### src/rtl/alu_muldiv.sv
// alu_muldiv: single-cycle ALU plus an optional iterative multiply/divide unit.
// Define ALU_MULDIV_EN to build the shift-add / restoring-division datapath.
module alu_muldiv #(
    parameter int LEN    = 32,
    parameter int LEN_OP = 4
) (
    input  logic              clk,
    input  logic              reset,
    input  logic              in_valid,
    output logic              in_ready,
    input  logic [LEN-1:0]    A,
    input  logic [LEN-1:0]    B,
    input  logic [LEN_OP-1:0] OPCODE,
    output logic              out_valid,
    output logic [LEN-1:0]    RESULT_OUT,
    output logic [LEN-1:0]    HI_OUT,
    output logic              zero_flag,
    output logic              overflow_flag,
    output logic              div_by_zero
);

    localparam int SW = $clog2(LEN);
    localparam int CW = SW + 1;

    localparam logic [LEN_OP-1:0] OP_SLL   = LEN_OP'(0);
    localparam logic [LEN_OP-1:0] OP_SRL   = LEN_OP'(1);
    localparam logic [LEN_OP-1:0] OP_SRA   = LEN_OP'(2);
    localparam logic [LEN_OP-1:0] OP_ADD   = LEN_OP'(3);
    localparam logic [LEN_OP-1:0] OP_SLT   = LEN_OP'(4);
    localparam logic [LEN_OP-1:0] OP_AND   = LEN_OP'(5);
    localparam logic [LEN_OP-1:0] OP_OR    = LEN_OP'(6);
    localparam logic [LEN_OP-1:0] OP_XOR   = LEN_OP'(7);
    localparam logic [LEN_OP-1:0] OP_NOR   = LEN_OP'(8);
    localparam logic [LEN_OP-1:0] OP_LUI   = LEN_OP'(9);
    localparam logic [LEN_OP-1:0] OP_SUB   = LEN_OP'(10);
    localparam logic [LEN_OP-1:0] OP_MULT  = LEN_OP'(11);
    localparam logic [LEN_OP-1:0] OP_MULTU = LEN_OP'(12);
    localparam logic [LEN_OP-1:0] OP_DIV   = LEN_OP'(13);
    localparam logic [LEN_OP-1:0] OP_DIVU  = LEN_OP'(14);

    logic           accept;
    logic           md_route;
    logic           md_load;
    logic [LEN-1:0] md_lo;
    logic [LEN-1:0] md_hi;
    logic           md_dz;

    logic [SW-1:0]  shamt;
    logic [LEN-1:0] sum;
    logic [LEN-1:0] diff;
    logic [LEN-1:0] alu_res;
    logic           alu_of;
    logic           alu_zf;

    logic [LEN-1:0] res_q, res_d;
    logic [LEN-1:0] hi_q, hi_d;
    logic           zf_q, zf_d;
    logic           of_q, of_d;
    logic           dz_q, dz_d;
    logic           ov_q, ov_d;

    assign accept = in_valid && in_ready;
    assign shamt  = A[SW-1:0];
    assign sum    = A + B;
    assign diff   = A - B;

    // Single-cycle operation result and flags
    always_comb begin
        alu_res = '0;
        alu_of  = 1'b0;
        alu_zf  = 1'b0;
        unique case (OPCODE)
            OP_SLL: alu_res = B << shamt;
            OP_SRL: alu_res = B >> shamt;
            OP_SRA: alu_res = $unsigned($signed(B) >>> shamt);
            OP_ADD: begin
                alu_res = sum;
                alu_of  = (A[LEN-1] == B[LEN-1]) &&
                          (sum[LEN-1] != A[LEN-1]);
            end
            OP_SLT: begin
                alu_res = {{(LEN-1){1'b0}}, ($signed(A) < $signed(B))};
                alu_zf  = (A == B);
            end
            OP_AND: alu_res = A & B;
            OP_OR:  alu_res = A | B;
            OP_XOR: alu_res = A ^ B;
            OP_NOR: alu_res = ~(A | B);
            OP_LUI: alu_res = B << (LEN / 2);
            OP_SUB: begin
                alu_res = diff;
                alu_of  = (A[LEN-1] != B[LEN-1]) &&
                          (diff[LEN-1] != A[LEN-1]);
            end
            default: alu_res = '0;
        endcase
    end

    // Output register next state: hold until the next completion
    always_comb begin
        res_d = res_q;
        hi_d  = hi_q;
        zf_d  = zf_q;
        of_d  = of_q;
        dz_d  = dz_q;
        ov_d  = 1'b0;
        if (md_load) begin
            res_d = md_lo;
            hi_d  = md_hi;
            zf_d  = 1'b0;
            of_d  = 1'b0;
            dz_d  = md_dz;
            ov_d  = 1'b1;
        end else if (accept && !md_route) begin
            res_d = alu_res;
            hi_d  = '0;
            zf_d  = alu_zf;
            of_d  = alu_of;
            dz_d  = 1'b0;
            ov_d  = 1'b1;
        end
    end

    // Output registers
    always_ff @(posedge clk) begin
        if (reset) begin
            res_q <= '0;
            hi_q  <= '0;
            zf_q  <= 1'b0;
            of_q  <= 1'b0;
            dz_q  <= 1'b0;
            ov_q  <= 1'b0;
        end else begin
            res_q <= res_d;
            hi_q  <= hi_d;
            zf_q  <= zf_d;
            of_q  <= of_d;
            dz_q  <= dz_d;
            ov_q  <= ov_d;
        end
    end

    assign RESULT_OUT    = res_q;
    assign HI_OUT        = hi_q;
    assign zero_flag     = zf_q;
    assign overflow_flag = of_q;
    assign div_by_zero   = dz_q;
    assign out_valid     = ov_q;

`ifdef ALU_MULDIV_EN

    typedef enum logic [1:0] {
        S_IDLE,
        S_MUL,
        S_DIV,
        S_DONE
    } state_e;

    state_e         state_q, state_d;
    logic [CW-1:0]  cnt_q, cnt_d;
    logic [LEN-1:0] ph_q, ph_d;
    logic [LEN-1:0] pl_q, pl_d;
    logic [LEN-1:0] bm_q, bm_d;
    logic [LEN-1:0] a_q, a_d;
    logic           nres_q, nres_d;
    logic           nrem_q, nrem_d;
    logic           dz0_q, dz0_d;

    logic             is_mul;
    logic             sgn;
    logic             busy;
    logic             last;
    logic [LEN-1:0]   a_mag;
    logic [LEN-1:0]   b_mag;
    logic [LEN:0]     msum;
    logic [LEN:0]     dsh;
    logic [LEN:0]     dsub;
    logic             dge;
    logic [2*LEN-1:0] prod;

    assign md_route = (OPCODE == OP_MULT) || (OPCODE == OP_MULTU) ||
                      (OPCODE == OP_DIV)  || (OPCODE == OP_DIVU);
    assign is_mul   = (OPCODE == OP_MULT) || (OPCODE == OP_MULTU);
    assign sgn      = (OPCODE == OP_MULT) || (OPCODE == OP_DIV);
    assign in_ready = (state_q == S_IDLE) || (state_q == S_DONE);
    assign busy     = (state_q == S_MUL) || (state_q == S_DIV);
    assign last     = (cnt_q == CW'(LEN));
    assign md_load  = busy && last;

    // Signed ops run on magnitudes; signs are restored at the end
    assign a_mag = (sgn && A[LEN-1]) ? -A : A;
    assign b_mag = (sgn && B[LEN-1]) ? -B : B;

    // Shift-add step: ph accumulates, pl holds the multiplier
    assign msum = {1'b0, ph_q} + (pl_q[0] ? {1'b0, bm_q} : '0);

    // Restoring step: ph is the partial remainder, pl the dividend/quotient
    assign dsh  = {ph_q, pl_q[LEN-1]};
    assign dsub = dsh - {1'b0, bm_q};
    assign dge  = (dsh >= {1'b0, bm_q});
    assign prod = {ph_q, pl_q};

    // FSM next state
    always_comb begin
        state_d = state_q;
        unique case (state_q)
            S_IDLE, S_DONE: begin
                state_d = S_IDLE;
                if (accept && md_route) begin
                    state_d = is_mul ? S_MUL : S_DIV;
                end
            end
            S_MUL, S_DIV: begin
                if (last) begin
                    state_d = S_DONE;
                end
            end
            default: state_d = S_IDLE;
        endcase
    end

    // Iterative datapath next state: load on accept, then LEN steps
    always_comb begin
        cnt_d  = cnt_q;
        ph_d   = ph_q;
        pl_d   = pl_q;
        bm_d   = bm_q;
        a_d    = a_q;
        nres_d = nres_q;
        nrem_d = nrem_q;
        dz0_d  = dz0_q;
        if (accept && md_route) begin
            cnt_d  = '0;
            ph_d   = '0;
            pl_d   = a_mag;
            bm_d   = b_mag;
            a_d    = A;
            nres_d = sgn && (A[LEN-1] ^ B[LEN-1]);
            nrem_d = sgn && A[LEN-1];
            dz0_d  = !is_mul && (B == '0);
        end else if (busy && !last) begin
            cnt_d = cnt_q + 1'b1;
            if (state_q == S_MUL) begin
                ph_d = msum[LEN:1];
                pl_d = {msum[0], pl_q[LEN-1:1]};
            end else begin
                ph_d = dge ? dsub[LEN-1:0] : dsh[LEN-1:0];
                pl_d = {pl_q[LEN-2:0], dge};
            end
        end
    end

    // Final sign fix-up and divide-by-zero override
    always_comb begin
        md_lo = pl_q;
        md_hi = ph_q;
        md_dz = 1'b0;
        if (state_q == S_MUL) begin
            {md_hi, md_lo} = nres_q ? -prod : prod;
        end else begin
            md_lo = nres_q ? -pl_q : pl_q;
            md_hi = nrem_q ? -ph_q : ph_q;
            if (dz0_q) begin
                md_lo = '1;
                md_hi = a_q;
                md_dz = 1'b1;
            end
        end
    end

    // FSM and iterative datapath registers
    always_ff @(posedge clk) begin
        if (reset) begin
            state_q <= S_IDLE;
            cnt_q   <= '0;
            ph_q    <= '0;
            pl_q    <= '0;
            bm_q    <= '0;
            a_q     <= '0;
            nres_q  <= 1'b0;
            nrem_q  <= 1'b0;
            dz0_q   <= 1'b0;
        end else begin
            state_q <= state_d;
            cnt_q   <= cnt_d;
            ph_q    <= ph_d;
            pl_q    <= pl_d;
            bm_q    <= bm_d;
            a_q     <= a_d;
            nres_q  <= nres_d;
            nrem_q  <= nrem_d;
            dz0_q   <= dz0_d;
        end
    end

`else

    assign md_route = 1'b0;
    assign md_load  = 1'b0;
    assign md_lo    = '0;
    assign md_hi    = '0;
    assign md_dz    = 1'b0;
    assign in_ready = 1'b1;

`endif

endmodule
### config.mk
export PLATFORM = sky130hd
export DESIGN_NAME = alu_muldiv
export DESIGN_NICKNAME = d
export VERILOG_FILES = /design/src/rtl/alu_muldiv.sv
export SDC_FILE = /design/constraint.sdc
export NUM_CORES = 1
export LEC_CHECK = 0
export BUFFER_PORTS_ARGS = -buffer_cell sky130_fd_sc_hd__buf_4
export CAP_MARGIN = 20
export CELL_PAD_IN_SITES_DETAIL_PLACEMENT = 1
export CELL_PAD_IN_SITES_GLOBAL_PLACEMENT = 1
export CORE_MARGIN = 4
export CORE_UTILIZATION = 44
export DETAILED_ROUTE_END_ITERATION = 8
export HOLD_SLACK_MARGIN = 0.03
export PLACE_DENSITY_LB_ADDON = 0.05
export SLEW_MARGIN = 15
export SYNTH_ARGS = -nofsm -noshare
export SYNTH_HDL_FRONTEND = slang
export SYNTH_SLANG_ARGS = --single-unit
### constraint.sdc
create_clock -name clk -period 5.23 [get_ports clk]
set_clock_uncertainty 0.05 [all_clocks]
set_input_delay 0.7845 -clock clk [delete_from_list [all_inputs] [get_ports clk]]
set_output_delay 0.7845 -clock clk [all_outputs]
set_load 0.02 [all_outputs]
Yosys cells after proc, flatten, opt, wreduce, memory -nomap -nowiden
Index checks and enable logic that the tools add are counted.
- register bits: 35
- bits of input ports: 71
- output and inout port bits: 69
- logic and storage cells: 36
- $add $sub $neg: 2
- magnitude comparators: 1
- eq/ne operators: 15
- shift operators: 3
- mux-type cells: 4
- bitwise gates (word level): 4
- reductions and logical operators: 3
- operators by type and width (operator ; count):
    $pmux 32 s11 ; 1
    $add 32x32->32 ; 1
    $and 32x32->32 ; 1
    $eq 32x32->1 ; 1
    $lt 32x32->1 ; 1
    $not 32->32 ; 1
    $or 32x32->32 ; 1
    $shl 32x5->32 ; 1
    $shr 32x5->32 ; 1
    $sshr 32x5->32 ; 1
    $sub 32x32->32 ; 1
    $xor 32x32->32 ; 1
    $eq 4x3->1 const B ; 4
    $eq 4x4->1 const B ; 3
    $eq 4x2->1 const B ; 2
    $eq 4x1->1 const B ; 1
    $logic_not 4->1 ; 1
    $ne 1x1->1 ; 3
    $logic_and 1x1->1 ; 2
    $mux 1 ; 2
    $pmux 1 s2 ; 1
    $eq 1x1->1 ; 1

Depth between registers and ports, before layout
- word-level depth: 4
- gate-level depth with buffers: 14
- gate-level depth less buffers: 12

Least setup slack after synthesis
No wires, ideal clock.
- path type: input-to-reg
- from: input port A[1]
- to: register res_q[31] (netlist: RESULT_OUT[31])
- setup time: 0.103 ns
- arrival: 4.047 ns
- required time: 5.077 ns
- path slack: 1.030 ns
- stages on the path: 13
- buffers on the path: 2
- cell sequence: inv_2 -> buf_1 -> clkbuf_1 -> ha_1 -> nor3_1 -> o31a_1 -> o31a_1 -> a311oi_2 -> a21oi_4 -> a311oi_2 -> nor3_1 -> a31o_1 -> a2111oi_2
- word-level cells in the longest chain between the ends: 2
- elaborated cells on any way between the ends: 6
- classes of those cells: add/sub: 2; shift: 3; mux: 1
- RTL lines (item ; line ; RTL):
    from (decl) ; 11 ; input logic [LEN-1:0] A,
    $sub 32x32->32, or another cell as far along ; 65 ; assign diff = A - B;
    $pmux 32 s11 (*) ; 72 ; unique case (OPCODE)
    to (signal assigned) ; 134 ; res_q <= res_d;
    to (decl) ; 55 ; logic [LEN-1:0] res_q, res_d;
Mark *: on every way between the ends. The rest lies on a longest branch, timed or not.
A chain may end at the register's enable or synchronous reset.

Worst setup path after layout
- from: input port A[4]
- to: register res_q[30] (netlist: RESULT_OUT[30])
Same word-level chain as after synthesis.

==> metrics.md <==
| Metric | Value |
|---|---|
| Status | complete, no violations |
| Num Clock Sinks | 35 |
| WP depth | 12 |
| Biggest area consumer among synthesized cells | ha_1 |
| VDD IR max | 0.000105 V |
| Post-DRT Antenna Nets | 0 |
| Switch Pwr | 1010 uW |
| R2R setup slack | 2.96 ns |
| HP Class | reg -> reg |
| Reg area | 701 sq um |
| First-pass iteration count of the detailed router | 8 |
| P per Cell Area | 162 nW/um^2 |
| Post-Syn Instances | 1552 |
| Setup repair after global routing missed its margin | false |
| CP cell instances | buf_4 > inv_1 > ha_1 > a21oi_1 > nor2b_1 > a211oi_1 > nor3_1 > nor3_1 > a2111oi_0 > a21oi_1 > xnor2_1 > o31ai_1 |
| Yosys Warn Count | 0 |
| Layout net count | 1762 |
| Hold Path End | RESULT_OUT[5] |
| ANT cells | 0 |
| Startpoint types | input pin |
| CTS Buf Count | 5 |
| Worst setup startpoint | A[4] |
| Worst setup EP type | flip-flop |
| Area share of the largest cell type after synthesis | 12.3% |
| DRT iter0 DRCs | 1645 |
| CP max FO | 52 |
| Switching share of power | 53.2% |
| Total Wirelength | 58.1 mm |
| Synth async-reset ratio | 0% |
| Commonest cells post-synth | nand2_1 (160), nor2_1 (152), a21oi_1 (134) |
| Slew Viols, Final | 0 |
| Post-CTS Setup Inserts | 0 |
| # hold bufs at CTS | 0 |
| TNS Setup | 0 ns |
| Placeable Area | 23700 sq um |
| R2R cell count | 6 |
| Synthesized area | 10700 sq um |
| WHS Path Cells | 2 |
| Slowest Stage Delay on Critical Path | 0.65 ns |
| Initial Util | 45.0% |
| Die area | 26800 sq um |
| Flop pwr share | 15.5% |
| Pleak | 0.00510 uW |
| CP top delay family | compound AO/OA/AOI/OAI gates |
| Via density per instance | 7.01 |
| Worst-margin pin slew | 0.941 ns |
| Final Cycle Share | 84.3% |
| Placed cell areas | 11500 sq um |
| Die height | 164 microns |
| Share of layout cells above drive strength 1 | 14.3% |
| CTS H-Tree Depth | 2 |
| Final setup fails | 0 |
| Syn Area/Cell | 6.87 sq um |
| Kind of critical path | in -> reg |
| R2R Path Start | RESULT_OUT[10] |
| Worst Path Required | 5.40 ns |
| Die Wd | 164 microns |
| Initial antenna violation count | 2 |
| Dpl ws | 0.695 ns |
| Yosys cell types | 87 |
| Synth area leaders | ha_1 (12%), dfxtp_1 (6.6%), a21oi_1 (6.3%) |
| Boundary pin count | 140 |
| PortBufs | 105 |
| Gr usage total | 41.6% |
| CP arrival | 4.58 ns |
| Vias | 13332 |
| Final Hold Viols | 0 |
| CTS max path bufs | 2 |
| Hold_sp | RESULT_OUT[5] |
| Filler cells | 3150 |
| Layout area overhead | 9.42% |
| Most common cell in the netlist | nand2_1 |
| WL per Instance | 30.5 microns |
| Gr ovfl total | 0 |
| Max Cap Viol | 0 |
| CTS tree | built |
| Setup ws final | 0.819 ns |
| Slowest cell on crit path | nor3_1 |
| Global-route wire length before repair | 83.7 mm |
| Worst rel slew slack | 36.9% |
| DRC viols | 0 |
| Largest net degree at the start of global routing | 72 |
| Clk_lat worst skew | 0.31 ns |
| RR Endpoint | RESULT_OUT[10] |
| Root Buffer Master | clkbuf_16 |
| Flops & latches, synth | 35 |
| Main synth FF type | dfxtp_1 |
| Buffers & Inverters on Critical Path | 2 |
| Crit path time final | 4.41 ns |
| Post-synth EDFFs | 0 |
| Sequential share of the synthesized area | 6.57% |
| DP HPWL | 45.5 mm |
| Vias in the first global route | 12747 |
| Combinational power share | 66.2% |
| Final Cell Area | 11700 sq um |
| CTS clk-pin slew, worst paths | 0.07 ns |
| Area of the multi-input gates | 8960 sq um |
| Clock share of power | 18.3% |
| Resized cells post-CTS | 0 |
| Routability cong. | 1.01 |
| Peak Freq | 227 MHz |
| Row cnt | 56 |
| Internal | 885 uW |
## worst min-delay path, cell delays in order, from the launching register on
cell	delay, ns
dfxtp_1	0.31
nand2_1	0.06
a21oi_1	0.06
## cells in the final DEF, fill, tap and decap left out, drive strengths merged, types with 11 or more instances in the layout
| cell type | n |
|---|---|
| a211oi | 34 |
| a21o | 23 |
| a21oi | 135 |
| a221oi | 33 |
| a22oi | 23 |
| a31oi | 19 |
| buf | 142 |
| conb | 34 |
| dfxtp | 35 |
| ha | 105 |
| inv | 105 |
| mux2 | 26 |
| mux2i | 42 |
| mux4 | 25 |
| nand2 | 160 |
| nand2b | 14 |
| nand3 | 35 |
| nor2 | 152 |
| nor2b | 26 |
| nor3 | 31 |
| nor4 | 16 |
| o211ai | 21 |
| o21ai | 105 |
| o21bai | 11 |
| o221ai | 11 |
| o22ai | 14 |
| o31ai | 12 |
| or3 | 11 |
| xnor2 | 18 |
## how the worst max path moves through the flow
stage / slack (ns) / endpoint
after CTS: 1.01 / RESULT_OUT[30]
after global routing: 0.65 / RESULT_OUT[28]
final: 0.82 / RESULT_OUT[30]
after global placement: 0.83 / RESULT_OUT[28]
after floorplan: 1.03 / RESULT_OUT[31]
after detailed placement: 0.69 / RESULT_OUT[30]
## cell families after synthesis
| family | count (synthesis) | synth area share, % |
|---|---|---|
| other cells | 2 | 0.0704 |
| simple gates | 485 | 20.6 |
| fa+ha+maj | 107 | 12.7 |
| flops | 35 | 6.57 |
| mux | 93 | 12.0 |
| xor+xnor | 21 | 1.72 |
| compound gates | 555 | 35.4 |
| buf+inv | 254 | 10.9 |
## stage by stage
stage,power (uW),hold WS (ns),util [%],cells
floorplan,1080,0.491,-,1584
global placement,1480,0.405,48.6,1895
detailed placement,1500,0.417,48.7,1896
CTS,1840,0.426,49.3,1903
global route,1960,0.452,49.3,1903
finish,1890,0.424,49.3,1903
## layer usage
layer	routed length [microns]	track usage (%)	vias to the layer above	part of all wire, %
met5	13	0	-	0.022
met4	3830	21.2	2	6.6
met3	6070	8.26	195	10
met2	25000	64.8	936	43
met1	23100	54.5	6436	40
li1	-	-	5763	-
## sequential cells by signal, indices dropped and copies added (netlist names)
| signal | flops |
|---|---|
| RESULT_OUT | 32 |
| out_valid | 1 |
| overflow_flag | 1 |
| zero_flag | 1 |
## power by group through the flow
stage	logic (uW)	registers (uW)	clock network, uW
floorplan	765	313	0
global placement	1180	299	0
detailed placement	1200	299	0
CTS	1200	293	342
global route	1310	295	352
finish	1250	294	345
## cell type report
class | instances | area share [%]
multi-input cells | 1295 | 76.8
repair buffers | 142 | 9.20
flip-flops and latches | 35 | 6.00
well taps | 319 | 3.42
inverters | 105 | 3.38
clock buffers | 6 | 1.19
clock inverters | 1 | 0.0429
No activity file was read; power rests on OpenSTA's default activity.
